$ cat src/rtl/cic_input_formatter_if.sv
// Stream bundle for the CIC input formatter: upstream sample handshake,
// downstream widened-sample handshake and the sticky configuration flag.
interface cic_input_formatter_if #(
    parameter int IN_WIDTH    = 16,
    parameter int ACC_WIDTH   = 42,
    parameter int PHASE_WIDTH = 3
);
    logic [IN_WIDTH-1:0]    data_in;
    logic                   valid_in;
    logic [3:0]             gain_shift;
    logic                   ready_out;
    logic [ACC_WIDTH-1:0]   data_out;
    logic [PHASE_WIDTH-1:0] phase_out;
    logic                   last_out;
    logic                   valid_out;
    logic                   ready_in;
    logic                   cfg_err;

    // Source/sink side (drives samples in, consumes widened samples)
    modport master (
        output data_in, valid_in, gain_shift, ready_in,
        input  ready_out, data_out, phase_out, last_out, valid_out, cfg_err
    );

    // Formatter side
    modport slave (
        input  data_in, valid_in, gain_shift, ready_in,
        output ready_out, data_out, phase_out, last_out, valid_out, cfg_err
    );
endinterface

$ cat src/rtl/cic_input_formatter.sv
// CIC ingress stage: widens signed Q1.15 samples into the accumulator format,
// applies a clamped power-of-two pre-gain, tags each sample with its decimation
// phase and buffers up to two samples between the source and the integrators.
module cic_input_formatter #(
    parameter int IN_WIDTH   = 16,
    parameter int IN_FRAC    = 15,
    parameter int ACC_WIDTH  = 42,
    parameter int ACC_FRAC   = 32,
    parameter int DEC_FACTOR = 5
) (
    input  logic                    clk,
    input  logic                    rst,
    cic_input_formatter_if.slave    bus
);
    localparam int FRAC_SHIFT = ACC_FRAC - IN_FRAC;
    localparam int GUARD_BITS = (ACC_WIDTH - ACC_FRAC) - (IN_WIDTH - IN_FRAC);
    localparam int PHASE_W    = $clog2(DEC_FACTOR);
    localparam logic [PHASE_W-1:0] LAST_PHASE = PHASE_W'(DEC_FACTOR - 1);

    generate
        if (FRAC_SHIFT < 0) begin : g_bad_frac
            $error("cic_input_formatter: accumulator has fewer fractional bits than input");
        end
        if (GUARD_BITS < 0) begin : g_bad_guard
            $error("cic_input_formatter: accumulator has fewer integer bits than input");
        end
        if (DEC_FACTOR < 2) begin : g_bad_dec
            $error("cic_input_formatter: decimation factor must be at least 2");
        end
    endgenerate

    logic [1:0]                count;
    logic [ACC_WIDTH-1:0]      head_data;
    logic [ACC_WIDTH-1:0]      skid_data;
    logic [PHASE_W-1:0]        head_phase;
    logic [PHASE_W-1:0]        skid_phase;
    logic [PHASE_W-1:0]        phase_cnt;
    logic                      cfg_err_q;

    logic                      accept;
    logic                      deliver;
    logic                      over_gain;
    logic [4:0]                eff_shift;
    logic [7:0]                shift_amt;
    logic signed [ACC_WIDTH-1:0] ext;
    logic [ACC_WIDTH-1:0]      widened;

    // Handshake decode; ready_out depends only on registered occupancy and rst
    assign bus.ready_out = (count != 2'd2) && !rst;
    assign bus.valid_out = (count != 2'd0);
    assign accept        = bus.valid_in && bus.ready_out;
    assign deliver       = bus.valid_out && bus.ready_in;

    // Exact widening: sign extend, then shift into the accumulator fraction plus gain
    always_comb begin
        over_gain = int'(bus.gain_shift) > GUARD_BITS;
        eff_shift = over_gain ? 5'(GUARD_BITS) : {1'b0, bus.gain_shift};
        shift_amt = 8'(FRAC_SHIFT) + {3'b000, eff_shift};
        ext       = ACC_WIDTH'($signed(bus.data_in));
        widened   = ext <<< shift_amt;
    end

    // Two-entry elastic buffer, phase counter and sticky gain-clamp flag
    always_ff @(posedge clk) begin
        if (rst) begin
            count      <= 2'd0;
            head_data  <= '0;
            skid_data  <= '0;
            head_phase <= '0;
            skid_phase <= '0;
            phase_cnt  <= '0;
            cfg_err_q  <= 1'b0;
        end else begin
            if (accept) begin
                phase_cnt <= (phase_cnt == LAST_PHASE) ? '0 : phase_cnt + 1'b1;
                if (over_gain) begin
                    cfg_err_q <= 1'b1;
                end
            end

            case ({accept, deliver})
                2'b10: begin
                    if (count == 2'd0) begin
                        head_data  <= widened;
                        head_phase <= phase_cnt;
                    end else begin
                        skid_data  <= widened;
                        skid_phase <= phase_cnt;
                    end
                    count <= count + 2'd1;
                end
                2'b01: begin
                    // Head keeps its value when the buffer empties so outputs hold
                    if (count == 2'd2) begin
                        head_data  <= skid_data;
                        head_phase <= skid_phase;
                    end
                    count <= count - 2'd1;
                end
                2'b11: begin
                    if (count == 2'd2) begin
                        head_data  <= skid_data;
                        head_phase <= skid_phase;
                        skid_data  <= widened;
                        skid_phase <= phase_cnt;
                    end else begin
                        head_data  <= widened;
                        head_phase <= phase_cnt;
                    end
                end
                default: begin
                end
            endcase
        end
    end

    assign bus.data_out  = head_data;
    assign bus.phase_out = head_phase;
    assign bus.last_out  = (head_phase == LAST_PHASE);
    assign bus.cfg_err   = cfg_err_q;

endmodule

$ cat src/flat_wrapper.sv
// flat-port wrapper written by rule: the top's interface ports become plain ports
module cic_input_formatter_flat 
#(
    parameter int IN_WIDTH   = 16,
    parameter int IN_FRAC    = 15,
    parameter int ACC_WIDTH  = 42,
    parameter int ACC_FRAC   = 32,
    parameter int DEC_FACTOR = 5
)
  (clk, rst, bus_data_in, bus_valid_in, bus_gain_shift, bus_ready_in, bus_ready_out, bus_data_out, bus_phase_out, bus_last_out, bus_valid_out, bus_cfg_err);
  cic_input_formatter_if #(.IN_WIDTH(IN_WIDTH), .ACC_WIDTH(ACC_WIDTH)) bus_i ();
  input  logic clk;
  input  logic rst;
  input wire logic [$bits(bus_i.data_in)-1:0] bus_data_in;
  input wire logic [$bits(bus_i.valid_in)-1:0] bus_valid_in;
  input wire logic [$bits(bus_i.gain_shift)-1:0] bus_gain_shift;
  input wire logic [$bits(bus_i.ready_in)-1:0] bus_ready_in;
  output wire logic [$bits(bus_i.ready_out)-1:0] bus_ready_out;
  output wire logic [$bits(bus_i.data_out)-1:0] bus_data_out;
  output wire logic [$bits(bus_i.phase_out)-1:0] bus_phase_out;
  output wire logic [$bits(bus_i.last_out)-1:0] bus_last_out;
  output wire logic [$bits(bus_i.valid_out)-1:0] bus_valid_out;
  output wire logic [$bits(bus_i.cfg_err)-1:0] bus_cfg_err;
  assign bus_i.data_in = bus_data_in;
  assign bus_i.valid_in = bus_valid_in;
  assign bus_i.gain_shift = bus_gain_shift;
  assign bus_i.ready_in = bus_ready_in;
  assign bus_ready_out = bus_i.ready_out;
  assign bus_data_out = bus_i.data_out;
  assign bus_phase_out = bus_i.phase_out;
  assign bus_last_out = bus_i.last_out;
  assign bus_valid_out = bus_i.valid_out;
  assign bus_cfg_err = bus_i.cfg_err;
  cic_input_formatter #(.IN_WIDTH(IN_WIDTH), .IN_FRAC(IN_FRAC), .ACC_WIDTH(ACC_WIDTH), .ACC_FRAC(ACC_FRAC), .DEC_FACTOR(DEC_FACTOR)) u_core (.clk(clk), .rst(rst), .bus(bus_i));
endmodule
$ cat config.mk
export PLATFORM = sky130hd
export DESIGN_NAME = cic_input_formatter_flat
export DESIGN_NICKNAME = d
export VERILOG_FILES = /design/src/rtl/cic_input_formatter_if.sv /design/src/rtl/cic_input_formatter.sv /design/src/flat_wrapper.sv
export SDC_FILE = /design/constraint.sdc
export NUM_CORES = 1
export LEC_CHECK = 0
export CAP_MARGIN = 20
export CORE_MARGIN = 4
export CORE_UTILIZATION = 35
export CTS_BUF_LIST = sky130_fd_sc_hd__clkbuf_4 sky130_fd_sc_hd__clkbuf_8
export DETAILED_ROUTE_END_ITERATION = 8
export HOLD_SLACK_MARGIN = 0.1
export SYNTH_ARGS = -nofsm -noshare
export SYNTH_HDL_FRONTEND = slang
export SYNTH_SLANG_ARGS = --single-unit
export TNS_END_PERCENT = 100
$ cat constraint.sdc
create_clock -name clk -period 3.2 [get_ports clk]
set_clock_uncertainty 0.2 [all_clocks]
set_input_delay 0.48 -clock clk [delete_from_list [all_inputs] [get_ports clk]]
set_output_delay 0.48 -clock clk [all_outputs]
set_load 0.05 [all_outputs]
==> flow_summary.ini <==
[setup_path]
start_kind = register
worstSetupEndpointType = register
max_stage_delay_ps = 550
path_cells = or2_1 -> nand2_1 -> inv_1 -> ha_1 -> mux2_2 -> o31a_2 -> or3_1 -> o32ai_1
critPathArrivalTime_ps = 3040
slowest_stage = or3_1
crit_fanout = 9
cp_data_required_time_ps = 3280
path_class = register to register

[yosys]
synthArstFlopShare_pct = 0
synth_flop_cell = dfxtp_1
yosysWarnings = 0
synth_fa_ha_area_share_pct = 1.448
synth_edf_count = 0
synth_top_family_by_area = compound AO/OA/AOI/OAI gates
synthCells = 637
synth_compound_area_share_pct = 25.43
syn-num-nets = 667
yosys.area_share.xor_xnor_pct = 0.8444
yosys.area_share.simple_pct = 24.00
ys_types = 65
syn_avg_cell_area_sq_um = 8.142
syn_area_sq_mm = 0.005186
synth-seq-cells = 96
synthMuxAreaShare_pct = 4.560
ys_seq_area_share_pct = 37.06

[floorplan]
die_w_microns = 129.7
io_pins = 73
start_util_pct = 35.68
core_area_sq_mm = 0.01453
dieArea_sq_mm = 0.01683
dieHeight_microns = 129.7
rows = 44

[power]
intPower_mw = 2.459
clockPowerShare_pct = 16.9
power_density_mw_per_mm2 = 700.9
p_comb_share_pct = 49.5
power_switching_mw = 2.041
p_leak_nw = 2.338
p_sw_share_pct = 45.35
vdd_drop_max_v = 0.0005650
seq_power_share_pct = 33.6
finalPower_mw = 4.500

[clock_tree]
post_cts_buffers = 0
cts_tree = done
cts.sinks = 96
clkLatencyLatePin_ps = 370
numCtsBuffers = 9
htree_levels = 3
cts-resized-gates = 0
hold_buffers = 0
clockRootBuffer = clkbuf_8
clk_path_buf_depth = 2
cts.clk_slew.worst_paths_ps = 100

[detailed_routing]
vias = 5036
drt_iter0_drc = 400
via_per_inst = 5.627
wirelength_microns = 15410
firstDrtPassIters = 5
ant_nets = 0
drc = 0
wl_per_cell_microns = 17.22

[placement]
preCtsSetupSlack_ps = 20.14
dp_hpwl_microns = 11050
placed_cell_area_sq_mm = 0.006218
port_buffers = 72
globalplace.congestion = 0.8701

[sta]
fin_crit_sh_pct = 92.46
slew_headroom_pct = 41.76
setup_viol = 0
layout_setup_ws_ps = 241.2
finalHoldViolations = 0
tightest_slew_ps = 873.6
rsz0062_at_grt = no
fmax_mhz = 338.0
drv_slew = 0
fin_crit_ps = 2959
setup_tns_ps = 0

[min_path]
holdCritPathClass = register to register

[final_layout]
final_cell_mix = dfxtp_1, nand2_1, clkdlybuf4s50_1, a21oi_1
synthToLayoutAreaGrowth_pct = 23.79
layout_commonest_cell = dfxtp_1
fill_cells = 1463
finalCoreUtilization_pct = 44.17
fin_area_sq_mm = 0.006420
antennaDiodeCount = 0
drive_gt1_share_pct = 13.08
final_nets = 736

[grt]
gr-total-overflow = 0
antenna_found_initial = 0
grt_pass1_vias = 4775
grt_usage_pct = 18.25
grt_pass1_wl_microns = 24680
grt_max_degree = 85

[status]
outcome = complete, no violations

[job]
drv_cap = 0
## stage by stage
| stage | hold slack [ps] | instances |
|---|---|---|
| after floorplan | 225.4 | 637 |
| after global placement | 240.4 | 878 |
| after detailed placement | 243.3 | 878 |
| after CTS | 260.1 | 894 |
| after global routing | 279.6 | 895 |
| final | 254.0 | 895 |
## power groups by stage
stage | logic, mW | registers, mW | clock network (mW)
2_1_floorplan | 1.09 | 1.93 | 0
4_1_cts | 2.23 | 1.51 | 0.789
5_1_grt | 2.39 | 1.53 | 0.838
6_report | 2.23 | 1.51 | 0.762
3_3_place_gp | 2.19 | 1.53 | 0
3_5_place_dp | 2.22 | 1.54 | 0
## final timing paths
check	from	to	slack, ps	depth (start not counted)
worst max-delay path	u_core.count[1]	u_core.bus.data_out[28]	240	8
worst min-delay path	u_core.bus.data_out[12]	u_core.bus.data_out[12]	250	2
worst max register to register	u_core.count[1]	u_core.bus.data_out[28]	240	8
worst min register to register	u_core.bus.data_out[12]	u_core.bus.data_out[12]	250	2
## cell usage after synthesis, types with 3 or more instances
cell type	count	share of area [%]
a32oi_1	3	0.51
nand2_1	74	5.4
mux2_2	8	1.7
dfxtp_1	96	37
or2_2	4	0.48
a21oi_1	53	5.1
nand3_1	40	3.9
clkbuf_1	26	1.9
ha_1	6	1.4
mux2i_1	12	2.3
buf_4	4	0.58
o21a_1	3	0.43
nor2_1	43	3.1
xor2_1	3	0.51
a22oi_1	9	1.3
buf_6	3	0.65
a221oi_1	11	1.9
inv_1	7	0.51
o21ai_0	12	1.2
nor2b_1	5	0.60
and2_1	22	2.7
nor3b_1	3	0.43
nand4_1	4	0.48
a31oi_1	9	1.1
o22ai_1	8	0.97
a311oi_1	3	0.51
nor3_1	17	1.6
nand2b_1	13	1.6
and3_1	12	1.4
or3_1	3	0.36
buf_2	26	2.5
a211o_1	4	0.68
o211ai_1	23	3.3
nand3b_1	4	0.58
o211a_1	7	1.4
o31ai_1	5	0.72
a211oi_1	14	2.0
## final cells by class
class	instances	area, sq um	share of cell area [%]
flip-flops and latches	96	1922	29.94
inverters	8	30.03	0.4677
well taps	184	230.2	3.586
clock inverters	7	66.31	1.033
repair buffers	119	1110	17.29
clock buffers	9	123.9	1.929
multi-input cells	472	2938	45.76
## layer usage
layer  GRT usage, %  part of all wire (%)
met1          25.09                    45
met2          28.60                    47
met3          3.684                   6.0
met4          6.418                   2.6
met5              0                     0
## cells by family after synthesis
| group | Yosys count |
|---|---|
| compound gates | 188 |
| xor+xnor | 5 |
| flops | 96 |
| mux | 22 |
| fa+ha+maj | 6 |
| simple gates | 251 |
| buf+inv | 69 |
## worst max-delay path: cells and delay by family (launching register included)
family	cells	cell delay [ps]
simple gates	3	1020
compound gates	2	640
flops	1	380
mux	1	310
fa+ha+maj	1	240
buf+inv	1	90
## flip-flops by register name (all words and copies together) (netlist names)
| signal | cells |
|---|---|
| u_core.count | 2 |
| u_core.bus.cfg_err | 1 |
| u_core.skid_data | 42 |
| u_core.skid_phase | 3 |
| u_core.bus.phase_out | 3 |
| u_core.bus.data_out | 42 |
| u_core.phase_cnt | 3 |
Power figures use the tool's default switching activity.
